### src/rtl/xorshift_32_share_ctrl_pkg.sv
// Shared xorshift-32 definitions: step function, default seed and the
// sequencer state encoding used by the generator and the share controller.
package xorshift_pkg;

  localparam logic [31:0] XS_DEFAULT_SEED = 32'h2545_F491;

  typedef enum logic [0:0] {
    WARMUP = 1'b0,
    RUN    = 1'b1
  } xs_ctrl_state_t;

  // One generator step; a nonzero input always yields a nonzero output.
  function automatic logic [31:0] xorshift32_step(input logic [31:0] x);
    logic [31:0] t;
    t = x ^ (x << 5'd13);
    t = t ^ (t >> 5'd17);
    t = t ^ (t << 5'd5);
    return t;
  endfunction

endpackage

### src/rtl/xorshift_32_share_ctrl_rr_arbiter.sv
// Combinational round-robin arbiter: grants the first requester at or after
// ptr (wrapping), one-hot plus encoded index. The pointer lives in the caller.
module rr_arbiter #(
  parameter int N     = 4,
  parameter int IDX_W = $clog2(N)
) (
  input  logic [N-1:0]     req,
  input  logic [IDX_W-1:0] ptr,
  input  logic             enable,
  output logic [N-1:0]     grant,
  output logic [IDX_W-1:0] grant_idx
);

  logic             found_s;
  int               idx_s;
  logic [IDX_W-1:0] idx_w_s;

  // Scan requesters starting at the pointer and take the first one pending.
  always_comb begin
    grant     = '0;
    grant_idx = '0;
    found_s   = 1'b0;
    idx_s     = 0;
    idx_w_s   = '0;
    for (int k = 0; k < N; k++) begin
      idx_s   = (int'(ptr) + k) % N;
      idx_w_s = IDX_W'(idx_s);
      if (enable && !found_s && req[idx_w_s]) begin
        grant[idx_w_s] = 1'b1;
        grant_idx      = idx_w_s;
        found_s        = 1'b1;
      end else begin
        found_s = found_s;
      end
    end
  end

endmodule

### src/rtl/xorshift_32_share_ctrl.sv
// Shares one xorshift-32 generator among NUM_REQ requesters: seeding,
// post-seed warm-up, round-robin draw arbitration and per-requester masking.
module xorshift_32_share_ctrl
  import xorshift_pkg::*;
#(
  parameter int          NUM_REQ       = 4,
  parameter int          WARMUP_CYCLES = 16,
  parameter logic [31:0] DEFAULT_SEED  = XS_DEFAULT_SEED
) (
  input  logic                    Clk,
  input  logic                    Rst_n,
  input  logic                    Seed_load,
  input  logic [31:0]             Seed_value,
  input  logic [NUM_REQ-1:0]      Req_valid,
  input  logic [NUM_REQ*32-1:0]   Req_mask,
  output logic [NUM_REQ-1:0]      Req_ready,
  output logic [NUM_REQ-1:0]      Rsp_valid,
  output logic [31:0]             Rsp_data,
  output logic                    Busy
);

  localparam int             IDX_W      = $clog2(NUM_REQ);
  localparam logic [7:0]     WARMUP_CNT = 8'(WARMUP_CYCLES);
  localparam xs_ctrl_state_t INIT_FSM   = (WARMUP_CYCLES == 0) ? RUN : WARMUP;

  logic [31:0]        state_r, state_next_s, stepped_s;
  xs_ctrl_state_t     fsm_r, fsm_next_s;
  logic [7:0]         cnt_r, cnt_next_s;
  logic [IDX_W-1:0]   ptr_r, ptr_next_s;
  logic [NUM_REQ-1:0] rsp_valid_r, rsp_valid_next_s;
  logic [31:0]        rsp_data_r, rsp_data_next_s;
  logic               busy_r;
  logic [NUM_REQ-1:0] grant_s;
  logic [IDX_W-1:0]   grant_idx_s;
  logic               arb_en_s;

  assign stepped_s = xorshift32_step(state_r);
  // A seed load pre-empts any draw in the same cycle.
  assign arb_en_s  = (fsm_r == RUN) && !Seed_load;

  rr_arbiter #(
    .N     (NUM_REQ),
    .IDX_W (IDX_W)
  ) u_arb (
    .req       (Req_valid),
    .ptr       (ptr_r),
    .enable    (arb_en_s),
    .grant     (grant_s),
    .grant_idx (grant_idx_s)
  );

  // Next-state logic for generator state, sequencer, pointer and response.
  always_comb begin
    state_next_s     = state_r;
    fsm_next_s       = fsm_r;
    cnt_next_s       = cnt_r;
    ptr_next_s       = ptr_r;
    rsp_valid_next_s = '0;
    rsp_data_next_s  = rsp_data_r;
    if (Seed_load) begin
      state_next_s = (Seed_value == 32'h0000_0000) ? DEFAULT_SEED : Seed_value;
      cnt_next_s   = WARMUP_CNT;
      fsm_next_s   = INIT_FSM;
    end else begin
      case (fsm_r)
        WARMUP: begin
          state_next_s = stepped_s;
          if (cnt_r <= 8'd1) begin
            cnt_next_s = 8'd0;
            fsm_next_s = RUN;
          end else begin
            cnt_next_s = cnt_r - 8'd1;
            fsm_next_s = WARMUP;
          end
        end
        RUN: begin
          if (|grant_s) begin
            state_next_s     = stepped_s;
            ptr_next_s       = (int'(grant_idx_s) == NUM_REQ - 1) ? IDX_W'(0)
                                                                  : grant_idx_s + IDX_W'(1);
            rsp_valid_next_s = grant_s;
            rsp_data_next_s  = stepped_s & Req_mask[32*int'(grant_idx_s) +: 32];
          end else begin
            state_next_s = state_r;
          end
        end
        default: begin
          state_next_s = DEFAULT_SEED;
          cnt_next_s   = WARMUP_CNT;
          fsm_next_s   = INIT_FSM;
        end
      endcase
    end
  end

  // Register all state; reset also kills any response in flight.
  always_ff @(posedge Clk or negedge Rst_n) begin
    if (!Rst_n) begin
      state_r     <= DEFAULT_SEED;
      fsm_r       <= INIT_FSM;
      cnt_r       <= WARMUP_CNT;
      ptr_r       <= '0;
      rsp_valid_r <= '0;
      rsp_data_r  <= 32'h0000_0000;
      busy_r      <= (INIT_FSM != RUN);
    end else begin
      state_r     <= state_next_s;
      fsm_r       <= fsm_next_s;
      cnt_r       <= cnt_next_s;
      ptr_r       <= ptr_next_s;
      rsp_valid_r <= rsp_valid_next_s;
      rsp_data_r  <= rsp_data_next_s;
      busy_r      <= (fsm_next_s != RUN);
    end
  end

  assign Req_ready = grant_s;
  assign Rsp_valid = rsp_valid_r;
  assign Rsp_data  = rsp_data_r;
  assign Busy      = busy_r;

endmodule

### config.mk
export PLATFORM = sky130hd
export DESIGN_NAME = xorshift_32_share_ctrl
export DESIGN_NICKNAME = d
export VERILOG_FILES = /design/src/rtl/xorshift_32_share_ctrl_pkg.sv /design/src/rtl/xorshift_32_share_ctrl_rr_arbiter.sv /design/src/rtl/xorshift_32_share_ctrl.sv
export SDC_FILE = /design/constraint.sdc
export NUM_CORES = 1
export LEC_CHECK = 0
export ABC_AREA = 1
export CAP_MARGIN = 40
export CORE_MARGIN = 10
export CORE_UTILIZATION = 38
export DETAILED_ROUTE_END_ITERATION = 8
export PLACE_DENSITY_LB_ADDON = 0.25
export SYNTH_ARGS = -nofsm -noshare
export SYNTH_HDL_FRONTEND = slang
export SYNTH_HIERARCHICAL = 1
export SYNTH_SLANG_ARGS = --single-unit
### constraint.sdc
create_clock -name Clk -period 6.6 [get_ports Clk]
set_clock_uncertainty 0.05 [all_clocks]
set_input_delay 0.99 -clock Clk [delete_from_list [all_inputs] [get_ports Clk]]
set_output_delay 0.99 -clock Clk [all_outputs]
set_load 0.03 [all_outputs]
# Word-level counts from Yosys, hierarchy flattened

Cells that the tools add are included.

Add/subtract/negate cells: 5
$mul: 0
Div/mod/pow operators: 0
Magnitude comparators: 9
Equal/unequal tests: 3
Shift-type cells: 1
Multiplexer cells: 41
Bitwise operators: 10
Reductions and logical operators: 19

Operators with widths:

| operator                                            | count |
|---|---|
| variable part select 128 x 8 -> 32 bit              | 1 |
| 2-to-1 mux 32 bit                                   | 3 |
| one-hot mux 32 bit (2 select lines)                 | 1 |
| XOR 32 bit                                          | 2 |
| AND 32 bit                                          | 1 |
| zero test 32 bit                                    | 1 |
| XOR 32 x 15 -> 32 bit                               | 1 |
| 2-to-1 mux 4 bit                                    | 7 |
| 2-to-1 mux 8 bit                                    | 3 |
| 2-to-1 mux 1 bit                                    | 14 |
| logical AND 1 bit                                   | 12 |
| < comparator 2 x 3 -> 1 bit, second input constant  | 4 |
| OR 4 bit                                            | 3 |
| 2-to-1 mux 2 bit                                    | 5 |
| binary-select mux 1 bit (select 2 bit)              | 4 |
| demux 1 bit (select 2 bit)                          | 4 |
| >= comparator 2 x 1 -> 1 bit, second input constant | 4 |
| <= comparator 8 x 1 -> 1 bit, second input constant | 1 |
| subtractor 8 x 1 -> 8 bit, second input constant    | 1 |
| adder 2 x 1 -> 2 bit, second input constant         | 2 |
| adder 2 bit, second input constant                  | 2 |
| zero test 1 bit                                     | 4 |
| OR reduction 4 bit                                  | 1 |
| != test 3 x 2 -> 1 bit, second input constant       | 1 |
| 4 further kinds                                     | 6 |

Flip-flop bits (word level): 80
Latch bits: 0
RAM bits: 0
Memory bits (read-only): 0
Input bits: 167
Output and inout port bits: 41
Word-level logic and storage cells: 95
Memories: 0

# Longest topological paths before layout

Depth after elaboration: 20
Mapped depth: 18
Mapped depth without buffers: 17

# By module

The synthesis kept the hierarchy.

Modules (own cells, without submodules):

| module                 | instances | cells an instance | area each (µm²) | sequential area each (µm²) |
|---|---|---|---|---|
| xorshift_32_share_ctrl | 1         | 883               | 5646.7          | 2021.9 |
| rr_arbiter             | 1         | 82                | 505.5           | 0.0 |

# Least setup slack after synthesis

Ideal clock, no wire load.

Path kind: in2out
Start: in Seed_load
End: out Req_ready[0]
Arrival: 2.005 ns
Required time: 5.560 ns
Path slack: 3.555 ns
Stages: 9
Buffers on the path: 0
Cell sequence: inv_2 -> nand2_4 -> inv_2 -> inv_1 -> nor2_1 -> nand2_1 -> nand2_1 -> inv_1 -> nand3_1

Cells in the longest elaborated chain, start to end: 16
Elaborated cells on any way between the ends: 22
Those cells by class: 7 x mux; 3 x bitwise; 12 x reduce/logical

Ends and longest elaborated chain:

| what                           | line                                    | RTL |
|---|---|---|
| start: declaration             | xorshift_32_share_ctrl.sv:12            | `input logic Seed_load,` |
| zero test 1 bit (*)            | xorshift_32_share_ctrl.sv:39            | `assign arb_en_s = (fsm_r == RUN) && !Seed_load;` |
| logical AND 1 bit (*)          | xorshift_32_share_ctrl.sv:39            |  |
| named net arb_en_s             | xorshift_32_share_ctrl.sv:35            | `logic arb_en_s;` |
| logical AND 1 bit              | xorshift_32_share_ctrl_rr_arbiter.sv:28 | `if (enable && !found_s && req[idx_w_s]) begin` |
| 2-to-1 mux 1 bit               | xorshift_32_share_ctrl_rr_arbiter.sv:28 |  |
| zero test 1 bit                | xorshift_32_share_ctrl_rr_arbiter.sv:28 |  |
| logical AND 1 bit (2 in a row) | xorshift_32_share_ctrl_rr_arbiter.sv:28 |  |
| 2-to-1 mux 1 bit               | xorshift_32_share_ctrl_rr_arbiter.sv:28 |  |
| zero test 1 bit                | xorshift_32_share_ctrl_rr_arbiter.sv:28 |  |
| logical AND 1 bit (2 in a row) | xorshift_32_share_ctrl_rr_arbiter.sv:28 |  |
| 2-to-1 mux 1 bit               | xorshift_32_share_ctrl_rr_arbiter.sv:28 |  |
| zero test 1 bit                | xorshift_32_share_ctrl_rr_arbiter.sv:28 |  |
| logical AND 1 bit (2 in a row) | xorshift_32_share_ctrl_rr_arbiter.sv:28 |  |
| 2-to-1 mux 4 bit (*)           | xorshift_32_share_ctrl_rr_arbiter.sv:28 |  |
| end: declaration               | xorshift_32_share_ctrl.sv:16            | `output logic [NUM_REQ-1:0] Req_ready,` |

The timed path passes the listed nets; every way through them passes the cells marked *.

# Final worst setup path

Start: in Seed_load
End: out Req_ready[1]

The elaborated chain is that of the path after synthesis.

==> results.txt <==
status: finished clean
CP endpoint: Req_ready[1]
Cells after Synth: 965
Worst setup EP type: output port
IO Port Bufs: 207
# resized after CTS: 0
worst reg2reg setup slack: 2.90 ns
Root Buffer: clkbuf_16
wire length per cell: 18.2 um
vias in the first global route: 6571
top post-synthesis cells by area: dfrtp_1 (26%), nand2_1 (20%), nand3_1 (8.5%), nor2_1 (7.4%), dfstp_2 (6.8%)
Slew @ Worst Pin: 0.834 ns
die width: 147 um
peak supply drop: 0.165 mV
# rows: 46
Detail Route Antenna Nets: 0
Synth top area share: 26.0%
Tot GR Track Use: 22.2%
H-tree depth: 3
worst r2r src: ptr_r[0]
Yosys cell types: 32
post-CTS setup buffer count: 0
Worst Path Required: 5.56 ns
first-pass GRT wire length: 38.4 mm
synthesized area: 0.00615 sq mm
area leader, netlist: dfrtp_1
RR Endpoint: state_r[26]
period utilization: 67.0%
Vias: 7214
clk buf depth: 2
net count after synthesis: 1143
RD Place Congestion: 0.875
drt drc: 0
fmax: 0.226 GHz
worst setup path startpoint: Seed_load
drt first pass iters: 5
hold crit path type: reg -> reg
area of the die: 0.0217 sq mm
max-slew violation count: 0
clk sinks: 80
CTS clk-pin slew, worst paths: 0.06 ns
area grow syn2layout: 40.5%
Synth Warn #: 6
I/O pins: 208
nature of the critical path startpoint: input port
PwrDens: 370 mW/mm^2
Starting Density: 38.7%
initial antenna violation count: 1
number of CTS-inserted buffers: 9
total of max-cap violations: 0
leading cell types in the layout, fill and taps excluded: nand2_1 (328), clkdlybuf4s50_1 (206), nor2_1 (122)
Hold Vio Cnt, Final: 0
total grt overflow: 0
drt total wl: 25.0 mm
Chip Height: 147 um
Worst EP arrival: 3.38 ns
TNS Setup: 0 ns
pin count of the biggest net entering global routing: 67
hold-fix buffers at CTS: 0
synthesized area per cell: 6.38 sq um
Vias/cell: 5.26
Worst R2R Path Depth: 17
Finished Cell Area: 0.00865 sq mm
sequential area share after synthesis: 32.9%
Final Critical Period: 4.42 ns
unrepaired setup endpoints after global routing: no
share of layout cells above drive strength 1: 5.28%
Core ar.: 0.0159 sq mm
post-DP HPWL: 19.7 mm
Final nets: 1328
Filler cells: 1590
Setup Viol. Count Final: 0
Slew Limit Headroom: 44.3%
critical-path maximum fanout: 24
most common cell after layout, fill and taps aside: nand2_1
Iter 0 DRT Violations: 651
FF+latch count, synth: 80
Clock Latency Late Sink: 0.34 ns
CTS tree: yes
Area after DPL: 0.00835 sq mm
critical path class: in -> out
Pleak: 0.00417 uW
-- cell families (layout without fill, tap and decap cells) --
| logic type | after synthesis | count (layout) | share of synthesized area, % |
|---|---|---|---|
| AO/OA/AOI/OAI | 159 | 159 | 14.3 |
| XOR/XNOR | 16 | 16 | 2.28 |
| adder cells (fa/ha/maj) | 11 | 11 | 2.24 |
| buffers and inverters | 115 | 305 | 8.28 |
| flip-flops | 80 | 80 | 32.9 |
| other | 0 | 1 | 0 |
| AND/OR/NAND/NOR | 584 | 584 | 40.1 |
-- where the power goes --
group | total, uW | switching [uW] | internal, uW | leakage (uW)
combinational | 1850 | 1220 | 634 | 0.00302
sequential | 858 | 175 | 683 | 0.00102
clock | 495 | 203 | 293 | 0.000132
-- cell type report --
cell class	instances	area, sq um	share of cell area, %
Antenna cell	1	2.50	0.0289
Clock buffer	11	233	2.69
Clock inverter	5	57.6	0.666
Inverter	76	288	3.33
Multi-Input combinational cell	770	3630	41.9
Sequential cell	80	2020	23.4
Tap cell	216	270	3.13
Timing Repair Buffer	213	2150	24.8
-- critical path, stage by stage --
cell,delay [ns]
clkdlybuf4s50_1,0.39
buf_4,0.23
inv_2,0.11
nand2_4,0.10
inv_2,0.16
inv_1,0.06
nor2_1,0.31
nand2_1,0.09
nand2_1,0.08
inv_1,0.04
nand3_1,0.13
clkdlybuf4s50_1,0.70
-- per-stage QoR --
stage / setup WS (ns) / util [%] / std cells / hold slack (ns) / power (uW)
floorplan: 3.56 / - / 965 / 0.412 / 2030
global placement: 2.23 / 52.3 / 1353 / 0.413 / 2650
detailed placement: 2.22 / 52.6 / 1355 / 0.415 / 2690
CTS: 2.21 / 54.4 / 1371 / 0.431 / 3190
global route: 1.97 / 54.4 / 1371 / 0.457 / 3460
finish: 2.18 / 54.4 / 1372 / 0.428 / 3200
-- per-layer routing --
metal	wire length, um	up-vias	global-route usage, %
li1	-	3529	-
met1	11300	3344	30.5
met2	11200	321	33.9
met3	2260	20	5.90
met4	313	0	4.96
met5	0	-	0
-- cell usage after synthesis --
master and number:
inv_4 1, nand2_4 4, a21oi_1 20, buf_1 2, nor3_1 1, o21ai_0 83, nand4_1 8, buf_6 7
dfstp_2 16, xor2_1 5, nand3_2 3, o21ai_1 11, o31ai_1 1, inv_1 69, and2_1 1, nand2_1 328
inv_2 6, a31oi_2 3, clkbuf_1 14, xnor2_1 11, dfrtp_1 64, nand2_2 3, ha_1 11, nand3b_1 6
o211ai_1 4, nor2_4 1, o22ai_1 37, nor2_8 2, nand3_1 105, buf_4 1, buf_2 15, nor2_1 122
-- registers in the layout, summed over array words and instances (netlist names) --
signal / flops
Rsp_data: 32
state_r: 32
cnt_r: 8
Rsp_valid: 4
ptr_r: 2
Busy: 1
fsm_r: 1
-- worst min path at each step --
stage / to / depth (start not counted) / startpoint / slack (ns)
2_1_floorplan: state_r[26] / 2 / state_r[26] / 0.41
3_3_place_gp: Rsp_data[3] / 2 / Rsp_data[3] / 0.41
3_5_place_dp: Rsp_data[10] / 2 / Rsp_data[10] / 0.41
4_1_cts: Rsp_data[28] / 2 / Rsp_data[28] / 0.43
5_1_grt: state_r[29] / 2 / state_r[29] / 0.46
6_report: Rsp_data[16] / 2 / Rsp_data[16] / 0.43
Power figures use the tool's default switching activity.
